===== config.mk =====
export PLATFORM = sky130hd
export DESIGN_NAME = uart_move_rx
export DESIGN_NICKNAME = d
export VERILOG_FILES = /design/src/rtl/uart_pkg.sv /design/src/rtl/baud_sample_tick.sv /design/src/rtl/uart_move_rx.sv
export SDC_FILE = /design/constraint.sdc
export NUM_CORES = 1
export LEC_CHECK = 0
export BUFFER_PORTS_ARGS = -buffer_cell sky130_fd_sc_hd__buf_2
export CAP_MARGIN = 0
export CORE_ASPECT_RATIO = 2
export CORE_UTILIZATION = 25
export DETAILED_ROUTE_END_ITERATION = 8
export HOLD_SLACK_MARGIN = 0.05
export SLEW_MARGIN = 20
export SYNTH_ARGS = -nofsm -noshare
export SYNTH_HDL_FRONTEND = slang
export SYNTH_SLANG_ARGS = --single-unit

===== constraint.sdc =====
create_clock -name clk_in -period 3.4 [get_ports clk_in]
set_clock_uncertainty 0.05 [all_clocks]
set_input_delay 0.17 -clock clk_in [delete_from_list [all_inputs] [get_ports clk_in]]
set_output_delay 0.17 -clock clk_in [all_outputs]
set_load 0.05 [all_outputs]

===== src/rtl/uart_pkg.sv =====
// Shared definitions for the board-to-board move link: receiver and transmitter FSM states and counter sizing.
// Latency: not applicable (types, constants and constant functions only).
// Backpressure: not applicable.
package uart_pkg;

    // Receiver frame states; the tx side reuses the same encoding.
    typedef enum logic [2:0] {
        IDLE  = 3'd0,
        START = 3'd1,
        DATA  = 3'd2,
        STOP  = 3'd3,
        GUARD = 3'd4
    } uart_state_t;

    // Width needed to hold 0..n-1, never less than one bit.
    function automatic int cnt_w(input int n);
        return (n > 1) ? $clog2(n) : 1;
    endfunction

    // Default link configuration: 65 MHz core, 9600 baud, 16x oversample.
    localparam int SAMP_PER_BIT_DFLT  = 16;
    localparam int CLK_PER_SAMP_DFLT  = 423;
    localparam int WAITING_COUNT_DFLT = 65_000;

    // Bit-centre sample index and counter widths for the default configuration.
    localparam int MID     = SAMP_PER_BIT_DFLT / 2;
    localparam int TICK_W  = cnt_w(CLK_PER_SAMP_DFLT);
    localparam int SAMP_W  = cnt_w(SAMP_PER_BIT_DFLT);
    localparam int GUARD_W = cnt_w(WAITING_COUNT_DFLT);

endpackage


===== src/rtl/baud_sample_tick.sv =====
// Oversample strobe: one-cycle tick every CLK_PER_SAMP clocks, phase restarted by clear.
// Latency: first tick CLK_PER_SAMP clocks after clear drops.
// Backpressure: none; free-running while clear is low.
module baud_sample_tick
    import uart_pkg::*;
#(
    parameter int CLK_PER_SAMP = 423
) (
    input  logic clk_in,
    input  logic rst_in,
    input  logic clear,
    output logic tick
);

    localparam int W = cnt_w(CLK_PER_SAMP);
    localparam logic [W-1:0] CNT_LAST = W'(CLK_PER_SAMP - 1);

    logic [W-1:0] cnt_q;

    assign tick = (cnt_q == CNT_LAST) && !clear;

    // Count 0..CLK_PER_SAMP-1 and wrap on the tick; clear pins the phase to zero.
    always_ff @(posedge clk_in) begin
        if (rst_in || clear) begin
            cnt_q <= '0;
        end else if (tick) begin
            cnt_q <= '0;
        end else begin
            cnt_q <= cnt_q + 1'b1;
        end
    end

endmodule


===== src/rtl/uart_move_rx.sv =====
// 8N1 move-packet receiver: oversampled, 3-sample majority vote per bit, stop-bit check, post-frame guard.
// Latency: ready/frame_err rise one clock after the edge that takes the last stop-bit centre sample.
// Backpressure: none; ready is a one-cycle pulse and data_out holds until the next good frame.
module uart_move_rx
    import uart_pkg::*;
#(
    parameter int CLK_HZ        = 65_000_000,
    parameter int BAUD_RATE     = 9600,
    parameter int SAMP_PER_BIT  = 16,
    parameter int CLK_PER_SAMP  = CLK_HZ / BAUD_RATE / SAMP_PER_BIT,
    parameter int PKT_LEN       = 8,
    parameter int WAITING_COUNT = 65_000
) (
    input  logic               clk_in,
    input  logic               rst_in,
    input  logic               rx,
    output logic               ready,
    output logic [PKT_LEN-1:0] data_out,
    output logic               frame_err,
    output logic               busy
);

    localparam int S_W = cnt_w(SAMP_PER_BIT);
    localparam int B_W = cnt_w(PKT_LEN);
    localparam int G_W = cnt_w(WAITING_COUNT);

    localparam logic [S_W-1:0] S_C0   = S_W'(SAMP_PER_BIT / 2 - 1);
    localparam logic [S_W-1:0] S_C1   = S_W'(SAMP_PER_BIT / 2);
    localparam logic [S_W-1:0] S_C2   = S_W'(SAMP_PER_BIT / 2 + 1);
    localparam logic [S_W-1:0] S_LAST = S_W'(SAMP_PER_BIT - 1);
    localparam logic [B_W-1:0] B_LAST = B_W'(PKT_LEN - 1);
    localparam logic [G_W-1:0] G_LAST = G_W'(WAITING_COUNT - 1);

    uart_state_t        state_q;
    logic               rx_m_q, rx_s_q;
    logic [S_W-1:0]     s_q;
    logic [B_W-1:0]     b_q;
    logic [G_W-1:0]     guard_q;
    logic [2:0]         cap_q;
    logic               stop_eval_q;
    logic [PKT_LEN-1:0] shreg_q;
    logic [PKT_LEN-1:0] data_q;
    logic               ready_q;
    logic               ferr_q;
    logic               tick;

    function automatic logic maj3(input logic [2:0] v);
        return (v[0] & v[1]) | (v[0] & v[2]) | (v[1] & v[2]);
    endfunction

    // Tick phase is held at zero while idle so the grid starts at the detected falling edge.
    baud_sample_tick #(
        .CLK_PER_SAMP(CLK_PER_SAMP)
    ) u_tick (
        .clk_in(clk_in),
        .rst_in(rst_in),
        .clear (state_q == IDLE),
        .tick  (tick)
    );

    assign ready     = ready_q;
    assign frame_err = ferr_q;
    assign data_out  = data_q;
    assign busy      = (state_q != IDLE);

    // Line synchroniser, centre-sample capture and the frame FSM.
    always_ff @(posedge clk_in) begin
        if (rst_in) begin
            state_q     <= IDLE;
            rx_m_q      <= 1'b1;
            rx_s_q      <= 1'b1;
            s_q         <= '0;
            b_q         <= '0;
            guard_q     <= '0;
            cap_q       <= '0;
            stop_eval_q <= 1'b0;
            shreg_q     <= '0;
            data_q      <= '0;
            ready_q     <= 1'b0;
            ferr_q      <= 1'b0;
        end else begin
            rx_m_q  <= rx;
            rx_s_q  <= rx_m_q;
            ready_q <= 1'b0;
            ferr_q  <= 1'b0;

            // Three samples straddling the bit centre feed the majority vote.
            if (tick && (state_q == DATA || state_q == STOP)) begin
                if (s_q == S_C0) cap_q[0] <= rx_s_q;
                if (s_q == S_C1) cap_q[1] <= rx_s_q;
                if (s_q == S_C2) cap_q[2] <= rx_s_q;
            end

            case (state_q)
                IDLE: begin
                    s_q         <= '0;
                    b_q         <= '0;
                    guard_q     <= '0;
                    stop_eval_q <= 1'b0;
                    if (!rx_s_q) state_q <= START;
                end
                START: begin
                    // A start bit that is high again at its centre was a glitch.
                    // The grid stays anchored to the falling edge, so restarting s
                    // at the end of the start bit puts s==MID on each data-bit centre.
                    if (tick) begin
                        if (s_q == S_C0 && rx_s_q) begin
                            state_q <= IDLE;
                        end else if (s_q == S_LAST) begin
                            s_q     <= '0;
                            b_q     <= '0;
                            state_q <= DATA;
                        end else begin
                            s_q <= s_q + 1'b1;
                        end
                    end
                end
                DATA: begin
                    if (tick) begin
                        if (s_q == S_LAST) begin
                            shreg_q[b_q] <= maj3(cap_q);
                            s_q          <= '0;
                            if (b_q == B_LAST) state_q <= STOP;
                            else               b_q     <= b_q + 1'b1;
                        end else begin
                            s_q <= s_q + 1'b1;
                        end
                    end
                end
                STOP: begin
                    // Decide one clock after the last centre sample is registered.
                    if (stop_eval_q) begin
                        stop_eval_q <= 1'b0;
                        guard_q     <= '0;
                        state_q     <= GUARD;
                        if (maj3(cap_q)) begin
                            data_q  <= shreg_q;
                            ready_q <= 1'b1;
                        end else begin
                            ferr_q  <= 1'b1;
                        end
                    end else if (tick) begin
                        if (s_q == S_C2) stop_eval_q <= 1'b1;
                        s_q <= s_q + 1'b1;
                    end
                end
                GUARD: begin
                    // Only an unbroken run of high clocks re-arms the receiver.
                    if (!rx_s_q) begin
                        guard_q <= '0;
                    end else if (guard_q == G_LAST) begin
                        guard_q <= '0;
                        state_q <= IDLE;
                    end else begin
                        guard_q <= guard_q + 1'b1;
                    end
                end
                default: state_q <= IDLE;
            endcase
        end
    end

endmodule


==> results.json <==
{
  "post_cts_buffers": 0,
  "avgSynthCellArea_um2": 8.722,
  "synth-seq-cells": 59,
  "root_buffer": "clkbuf_16",
  "cts_tree": "yes",
  "final_common_cell": "dfxtp_1",
  "critPathArrivalTime_ps": 2760,
  "crit_fanout": 18,
  "rsz0062_at_grt": "false",
  "end_kind": "register",
  "cts_max_path_buffers": 2,
  "antenna_found_initial": 0,
  "synthTopCellsByArea": "dfxtp_1, nor2_1, a21oi_1",
  "grt_start_max_net_pins": 47,
  "synthesis.area_um2": 3027,
  "port_buffers": 13,
  "grtUsageTotal": 0.1161,
  "cp.required_ps": 3590,
  "via_per_inst": 5.048,
  "postRouteWirelength_mm": 6.640,
  "power_uw": 1782,
  "clock_sinks": 59,
  "core-area_um2": 11770,
  "synth.distinct_cells": 59,
  "crit_path_start_kind": "register",
  "cap_violations": 0,
  "setup_violations": 0,
  "grt_pass1_wl_mm": 11.14,
  "post-dp-hpwl_mm": 4.726,
  "fillCellCount": 1301,
  "ys_warn_count": 0,
  "max-vdd-ir-drop_uv": 528.9,
  "tightest_slew_ps": 851.0,
  "finalNetCount": 362,
  "numCtsBuffers": 9,
  "row_count": 56,
  "ys.flop_type": "dfxtp_1",
  "globalplace.congestion": 0.8390,
  "die_area_um2": 12580,
  "min_period_over_period": 0.7580,
  "max_freq_ghz": 0.3880,
  "final_layout_size_suffix_gt1_frac": 0.1218,
  "timing.hold.ws_ps": 356.3,
  "relSlewSlack": 0.4327,
  "post_drt_wl_per_cell_um": 13.33,
  "postRouteAntennaNets": 0,
  "clk_pin_slew_ps": 50,
  "start_util": 0.2571,
  "synthCells": 347,
  "layout_min_cycle_time_ps": 2577,
  "synth_nets": 358,
  "dr_total_vias": 2514,
  "status": "finished, final reports clean",
  "area_growth_pct": 12.32,
  "synth_top_cell_area_share": 0.3902,
  "clock_latency_ps": 330,
  "crit_type": "register to register",
  "utilization": 0.2888,
  "htree_levels": 3,
  "synth_edf_count": 0,
  "die_w_um": 79.80,
  "antenna_cells": 0,
  "drtPass1Iterations": 4,
  "hp-class": "register to register",
  "initialDrtViolationCount": 72,
  "hold_viol": 0,
  "mostFrequentLayoutCells": "dfxtp_1, nor2_1, nand2_1",
  "synth-async-reset-ratio": 0,
  "yosysTopAreaCell": "dfxtp_1",
  "die_h_um": 157.6,
  "synth-seq-area-share": 0.3902,
  "p_leak_uw": 0.001202,
  "finalSetupTns_ps": 0,
  "slew_viol_final": 0,
  "overflow": 0,
  "io_pins": 14,
  "drc": 0,
  "grt_pass1_vias": 2437,
  "p_per_area_nw_per_um2": 524.3
}
worst max-delay path: stages (launching register included):
cell and delay [ps]:
dfxtp_1 450, nor2_1 640, nand3_1 410, nor2_2 560
a21oi_1 130, a211oi_1 240
worst paths after layout:
| kind | startpoint | endpoint | slack [ps] | cells past startpoint |
|---|---|---|---|---|
| min | rx_m_q | rx_s_q | 360 | 1 |
| max | state_q[1] | guard_q[5] | 820 | 5 |
| max reg2reg | state_q[1] | guard_q[5] | 820 | 5 |
| min reg2reg | rx_m_q | rx_s_q | 360 | 1 |
kinds of logic (layout without fill, tap and decap cells):
logic type	Yosys count	in the layout	share of synthesized area
flip-flops	59	59	0.3902
XOR/XNOR	12	12	0.03472
AO/OA/AOI/OAI	60	60	0.1228
buffers and inverters	28	34	0.05498
multiplexers	12	12	0.03969
AND/OR/NAND/NOR	166	166	0.3179
adder cells (fa/ha/maj)	10	10	0.03969
layer usage:
metal / global-route usage / up-vias / wire [um]
met2: 0.2153 / 45 / 3710
met1: 0.1051 / 1183 / 2409
met3: 0.02478 / 21 / 182
met5: 0 / - / 0
met4: 0.09269 / 0 / 338
li1: - / 1265 / -
where the power goes:
group,internal (uW),switching [uW]
Clock,495,292
Combinational,80.7,169
Sequential,709,36.7
sequential cells by signal, summed over array words and instances, names as in the netlist, 3 cells and up:
name	count
b_q	3
cap_q	3
data_out	8
guard_q	16
s_q	4
shreg_q	8
state_q	3
u_tick.cnt_q	9
final cells by class:
cell class                 count  area, um^2  area share
clock inverter                 3       17.52    0.005153
multi-input combinational    260        1679      0.4939
inverter                       7       26.28    0.007729
clock buffer                  10       239.0     0.07030
timing repair buffer          14       75.07     0.02208
tap                          145       181.4     0.05337
sequential                    59        1181      0.3474
Yosys cell counts, drive strengths merged, types with 3 or more instances:
library cell	instances
mux2i	12
nand2	29
nand4	8
or2	3
xor2	7
nor2	41
o21ai	14
clkbuf	8
a311oi	3
nand3b	3
a211oi	3
xnor2	5
ha	8
or4	3
and3b	3
buf	12
nor4	5
nand4b	8
nand2b	3
and4	3
or3	5
a31oi	5
and4b	4
and3	7
nor3	11
a21oi	24
inv	7
dfxtp	59
nand3	20
metrics by stage:
stage | cells | area, um^2 | worst slack (ps)
6_report | 498 | 3400 | 822.7
2_1_floorplan | 347 | 3027 | 1604
3_5_place_dp | 484 | 3133 | 820.9
3_3_place_gp | 484 | 3133 | 963.7
4_1_cts | 498 | 3400 | 810.6
5_1_grt | 498 | 3400 | 519.3
repair_timing:
item	4_1_cts	5_1_grt
endpoints found under the setup margin	0	0
gates resized for setup	0	0
hold endpoints to repair	1	0
hold buffers	1	0
No activity file was read; power rests on OpenSTA's default activity.
